`src/rtl/vga_timing_gen.sv`:
```
// vga_timing_gen -- VGA raster timing generator.
//
// Divides clk down to a pixel tick and walks a (hCount, vCount) raster.
// Video qualifiers (bright, hSync, vSync) are registered on the pixel tick
// from the next counter values, so they line up with hCount/vCount.
//
// Ports:
//   clk         system clock
//   clr         asynchronous active-high reset
//   pixelEn     one-clk pulse per pixel tick (decode of divider)
//   hCount      horizontal position, 0..H_TOTAL-1
//   vCount      vertical position, 0..V_TOTAL-1
//   bright      high inside the visible region
//   hSync/vSync active-low sync pulses
//   VGA_CLK     pixel clock to the DAC, rising mid-pixel
//   VGA_BLANK_N copy of bright
//   VGA_SYNC_N  constant 0 (no sync-on-green)
//   lineStart   one-clk pulse after hCount wraps to 0
//   frameStart  one-clk pulse after (hCount,vCount) wraps to (0,0)
//
// Optional build macro VGA_SYNC_DELAY_EN: bright/hSync/vSync (and
// VGA_BLANK_N) pass through a SYNC_DELAY-stage pipe advanced on pixelEn,
// matching downstream tile-memory read latency. Counters stay undelayed.

module vga_timing_gen #(
  parameter int CLK_DIV    = 2,
  parameter int H_VISIBLE  = 640,
  parameter int H_FRONT    = 16,
  parameter int H_SYNC     = 96,
  parameter int H_BACK     = 48,
  parameter int V_VISIBLE  = 480,
  parameter int V_FRONT    = 10,
  parameter int V_SYNC     = 2,
  parameter int V_BACK     = 33,
  parameter int SYNC_DELAY = 1
) (
  input  logic        clk,
  input  logic        clr,
  output logic        pixelEn,
  output logic [15:0] hCount,
  output logic [15:0] vCount,
  output logic        bright,
  output logic        hSync,
  output logic        vSync,
  output logic        VGA_CLK,
  output logic        VGA_BLANK_N,
  output logic        VGA_SYNC_N,
  output logic        lineStart,
  output logic        frameStart
);

  localparam int H_TOTAL = H_VISIBLE + H_FRONT + H_SYNC + H_BACK;
  localparam int V_TOTAL = V_VISIBLE + V_FRONT + V_SYNC + V_BACK;
  localparam int DIV_W   = $clog2(CLK_DIV);

  localparam logic [DIV_W-1:0] DIV_LAST = DIV_W'(CLK_DIV - 1);
  localparam logic [DIV_W-1:0] DIV_HALF = DIV_W'(CLK_DIV / 2);

  localparam logic [15:0] H_LAST   = 16'(H_TOTAL - 1);
  localparam logic [15:0] V_LAST   = 16'(V_TOTAL - 1);
  localparam logic [15:0] H_VIS    = 16'(H_VISIBLE);
  localparam logic [15:0] V_VIS    = 16'(V_VISIBLE);
  localparam logic [15:0] HS_START = 16'(H_VISIBLE + H_FRONT);
  localparam logic [15:0] HS_END   = 16'(H_VISIBLE + H_FRONT + H_SYNC);
  localparam logic [15:0] VS_START = 16'(V_VISIBLE + V_FRONT);
  localparam logic [15:0] VS_END   = 16'(V_VISIBLE + V_FRONT + V_SYNC);

  // Elaboration-time guard on the divider and delay-line depth.
  if (CLK_DIV < 2 || (CLK_DIV % 2) != 0 || SYNC_DELAY < 1) begin : gBadParam
    $error("vga_timing_gen: CLK_DIV must be even and >= 2, SYNC_DELAY >= 1");
  end

  typedef struct packed {
    logic bright;
    logic hSync;
    logic vSync;
  } qual_t;

  localparam qual_t QUAL_IDLE = '{bright: 1'b0, hSync: 1'b1, vSync: 1'b1};

  logic [DIV_W-1:0] div, divNext;
  logic [15:0]      hNext, vNext;
  logic             hWrap, vWrap;
  qual_t            qualNext, qualRaw, qualOut;

  // ---------------- divider ----------------
  assign pixelEn = (div == DIV_LAST);
  assign divNext = pixelEn ? '0 : div + DIV_W'(1);

  // ---------------- next raster position ----------------
  assign hWrap = (hCount == H_LAST);
  assign vWrap = (vCount == V_LAST);

  always_comb begin
    hNext = hCount + 16'd1;
    vNext = vCount;
    if (hWrap) begin
      hNext = '0;
      vNext = vWrap ? '0 : vCount + 16'd1;
    end
  end

  // Qualifiers computed from the position being loaded, so after the
  // tick they describe the pixel hCount/vCount now point at.
  always_comb begin
    qualNext.bright = (hNext < H_VIS) && (vNext < V_VIS);
    qualNext.hSync  = !((hNext >= HS_START) && (hNext < HS_END));
    qualNext.vSync  = !((vNext >= VS_START) && (vNext < VS_END));
  end

  always_ff @(posedge clk or posedge clr) begin
    if (clr) begin
      div        <= '0;
      VGA_CLK    <= 1'b0;
      hCount     <= '0;
      vCount     <= '0;
      qualRaw    <= QUAL_IDLE;
      lineStart  <= 1'b0;
      frameStart <= 1'b0;
    end else begin
      div        <= divNext;
      // Registered from the next divider value: low for the first half of
      // each pixel, so the DAC's rising edge lands mid-pixel.
      VGA_CLK    <= (divNext >= DIV_HALF);
      lineStart  <= pixelEn && hWrap;
      frameStart <= pixelEn && hWrap && vWrap;
      if (pixelEn) begin
        hCount  <= hNext;
        vCount  <= vNext;
        qualRaw <= qualNext;
      end
    end
  end

  // ---------------- optional qualifier delay line ----------------
`ifdef VGA_SYNC_DELAY_EN
  qual_t [SYNC_DELAY-1:0] qualPipe;

  always_ff @(posedge clk or posedge clr) begin
    if (clr) begin
      qualPipe <= {SYNC_DELAY{QUAL_IDLE}};
    end else if (pixelEn) begin
      for (int i = SYNC_DELAY - 1; i > 0; i--) qualPipe[i] <= qualPipe[i-1];
      qualPipe[0] <= qualRaw;
    end
  end

  assign qualOut = qualPipe[SYNC_DELAY-1];
`else
  assign qualOut = qualRaw;
`endif

  assign bright      = qualOut.bright;
  assign hSync       = qualOut.hSync;
  assign vSync       = qualOut.vSync;
  assign VGA_BLANK_N = qualOut.bright;
  assign VGA_SYNC_N  = 1'b0;

endmodule

```
`config.mk`:
```
export PLATFORM = sky130hd
export DESIGN_NAME = vga_timing_gen
export DESIGN_NICKNAME = d
export VERILOG_FILES = /design/src/rtl/vga_timing_gen.sv
export SDC_FILE = /design/constraint.sdc
export NUM_CORES = 1
export LEC_CHECK = 0
export CAP_MARGIN = 40
export CORE_ASPECT_RATIO = 0.7
export CORE_MARGIN = 10
export CORE_UTILIZATION = 40
export DETAILED_ROUTE_END_ITERATION = 12
export PLACE_DENSITY = 0.75
export SLEW_MARGIN = 20
export SYNTH_ARGS = -nofsm -noshare
export SYNTH_HDL_FRONTEND = slang
export SYNTH_SLANG_ARGS = --single-unit
```
`constraint.sdc`:
```
create_clock -name clk -period 3.1 [get_ports clk]
set_clock_uncertainty 0.2 [all_clocks]
set_input_delay 0.31 -clock clk [delete_from_list [all_inputs] [get_ports clk]]
set_output_delay 0.31 -clock clk [all_outputs]
set_load 0.02 [all_outputs]
```
==> impl_metrics.ini <==
[clocking]
cts_num_sinks = 38
cts-root-buf = clkbuf_8
clkLatencyLatePin_ps = 290
htreeDepth = 2
cts_tree = done
cts_resized = 0
clk_pin_slew_worst_paths_ps = 80
cts_buffer_depth = 2
cts-buffers-inserted = 5
cts_setup_buffers = 0
cts_hold_buffers = 0

[detailed_routing]
wl_per_cell_um = 16.92
num_vias = 2312
routed_wirelength_um = 6564
postRouteAntennaNets = 0
first_pass_iters = 5
drc = 0
via_per_inst = 5.959
drt_iter0_markers = 249

[global_route]
grt_use_total_pct = 13.63
grt_overflow = 0
grt_max_degree = 39
grt_pass1_vias = 2038
antenna_found_initial = 0
grt_pass1_wl_um = 11010

[timing]
tightest_slew_ps = 556.7
slew_viol_final = 0
finalSetupViolCount = 0
finalCriticalPeriod_ps = 2766
slew_headroom_pct = 62.89
grt_setup_unrepaired = false
max_freq_mhz = 361.5
fin_tns_setup_ps = 0
period_share_pct = 89.24
final_hold_viol_count = 0

[logic_synthesis]
synth_top_family_by_area = simple AND/OR/NAND/NOR gates
synth_warnings = 0
netlist_area_mm2 = 0.002409
synthesis.instances = 278
avgSynthCellArea_um2 = 8.664
yosysSeqAreaShare_pct = 39.58
synth_nets = 283
synth_edf_count = 0
synth_mux_area_share_pct = 1.351
yosys.area_share.simple_pct = 28.05
synthFlopType = dfrtp_1
synth-seq-cells = 38
synthDistinctLibCells = 53
synthAdderAreaFrac_pct = 1.558
synth_xor_area_share_pct = 5.455
synth_compound_area_share_pct = 18.34
async_flop_share_pct = 100.0

[floorplanning]
die_h_um = 84.92
num_rows = 23
core_region_area_mm2 = 0.005784
dieArea_mm2 = 0.009574
io_pins = 43
fp.dieW_um = 112.7
start_util_pct = 41.64

[critical_path]
cpPeakStageDelay_ps = 560
crit_top_cell = and4_1
cpMaxStageDelayCell = and4_1
cp-start-kind = register
rr_startpoint = hCount[1]
path_class = reg2reg
crit_path_cell_trace = ha_1 -> and4_1 -> and4_1 -> and4_1 -> o21ai_0 -> a211o_1 -> o41ai_2
arrival_ps = 2770
cp_max_fo = 15
cp.required_ps = 3100
setup.worst_path.end_class = register
crit_start = hCount[1]

[cells_and_area]
fillers = 572
final_cell_mix = 41 x clkdlybuf4s50_1, 36 x dfrtp_1, 31 x nand2_1
syn2layout_area_growth_pct = 23.22
diodes = 0
fin_util_pct = 51.31
nets = 317
drive_gt1_share_pct = 7.668
final_common_cell = clkdlybuf4s50_1

[placed_design]
portBuffers = 41
gp_congestion = 0.9279
dp_hpwl_um = 4855

[pwr]
p_leak_nw = 1.167
power.density_mw_per_mm2 = 312.1
ir_drop_uv = 159.2

[run]
drv_cap = 0

[status]
outcome = completed

[worst_hold_path]
hold_class = in2async
[flip-flops by register name, indices dropped and copies added (netlist names)]
register	count
VGA_BLANK_N	1
vCount	16
frameStart	1
vSync	1
lineStart	1
VGA_CLK	1
hCount	16
hSync	1
[worst max-delay path: cells and delay by family (launching register included)]
family	cells	cell delay, ps
flops	1	430
fa+ha+maj	1	230
compound gates	3	720
simple gates	3	1100
[per-stage QoR]
stage,hold slack [ps],setup WS (ps),total power (W),instance area (um^2),instances
final,240.8,333.7,0.0009263,2968,388
after global routing,303.1,134.5,0.0009586,2968,388
after CTS,256.4,377.4,0.0009393,2968,388
after detailed placement,290.6,384.9,0.0005189,2859,380
after global placement,291.4,491.3,0.0005188,2859,380
after floorplan,300.9,562.2,0.0005144,2409,278
[power by group]
part	total [W]	internal (W)	switching, W
registers	0.000495	0.000495	0
logic	0.0000129	0.00000202	0.0000109
clock network	0.000418	0.000237	0.000181
total	0.000926	0.000734	0.000192
[cell type report]
| cell class | instances | area [um^2] | area share [%] |
|---|---|---|---|
| multi-input cells | 211 | 1323 | 44.56 |
| flip-flops and latches | 38 | 953.4 | 32.12 |
| repair buffers | 47 | 455.4 | 15.35 |
| well taps | 75 | 93.84 | 3.162 |
| clock buffers | 5 | 68.82 | 2.319 |
| clock inverters | 3 | 40.04 | 1.349 |
| inverters | 9 | 33.78 | 1.138 |
[cells by family (layout without fill, tap and decap cells)]
| kind of cell | after synthesis | count (layout) |
|---|---|---|
| flip-flops | 38 | 38 |
| AO/OA/AOI/OAI | 65 | 65 |
| XOR/XNOR | 15 | 15 |
| AND/OR/NAND/NOR | 124 | 124 |
| adder cells (fa/ha/maj) | 3 | 3 |
| multiplexers | 3 | 3 |
| buffers and inverters | 29 | 64 |
| other | 1 | 1 |
[path summary, 6_finish.rpt]
kind	endpoint	slack, ps	cells past startpoint
max	VGA_BLANK_N	330	7
min	frameStart	240	3
max reg2reg	VGA_BLANK_N	330	7
min reg2reg	hSync	310	2
max in group asynchronous	vSync	2100	3
min in group clk	hSync	310	2
[metal layers]
metal	track usage [%]	wire length, um	vias to the layer above
met2	17.22	2571	110
met5	0	0	-
met1	20.98	3209	1104
met3	4.219	695	9
li1	-	-	1089
met4	3.678	87	0
[synth_stat cells (3+ instances only)]
master | instances | area [um^2]
o31ai_1 | 15 | 112.6
and4_1 | 5 | 43.79
buf_2 | 4 | 20.02
and2_1 | 4 | 25.02
xor2_1 | 7 | 61.31
nor2_1 | 20 | 75.07
a21oi_1 | 10 | 50.05
nand3_1 | 18 | 90.09
clkbuf_1 | 12 | 45.04
xnor2_1 | 8 | 70.07
and3_1 | 5 | 31.28
dfrtp_1 | 36 | 900.9
o21ai_0 | 17 | 85.08
nand4_1 | 13 | 81.33
o211ai_1 | 3 | 22.52
nor3_1 | 8 | 40.04
nand2_1 | 31 | 116.4
ha_1 | 3 | 37.54
inv_1 | 8 | 30.03
buf_4 | 3 | 22.52
nor4_1 | 4 | 25.02
No activity file was read; power rests on OpenSTA's default activity.
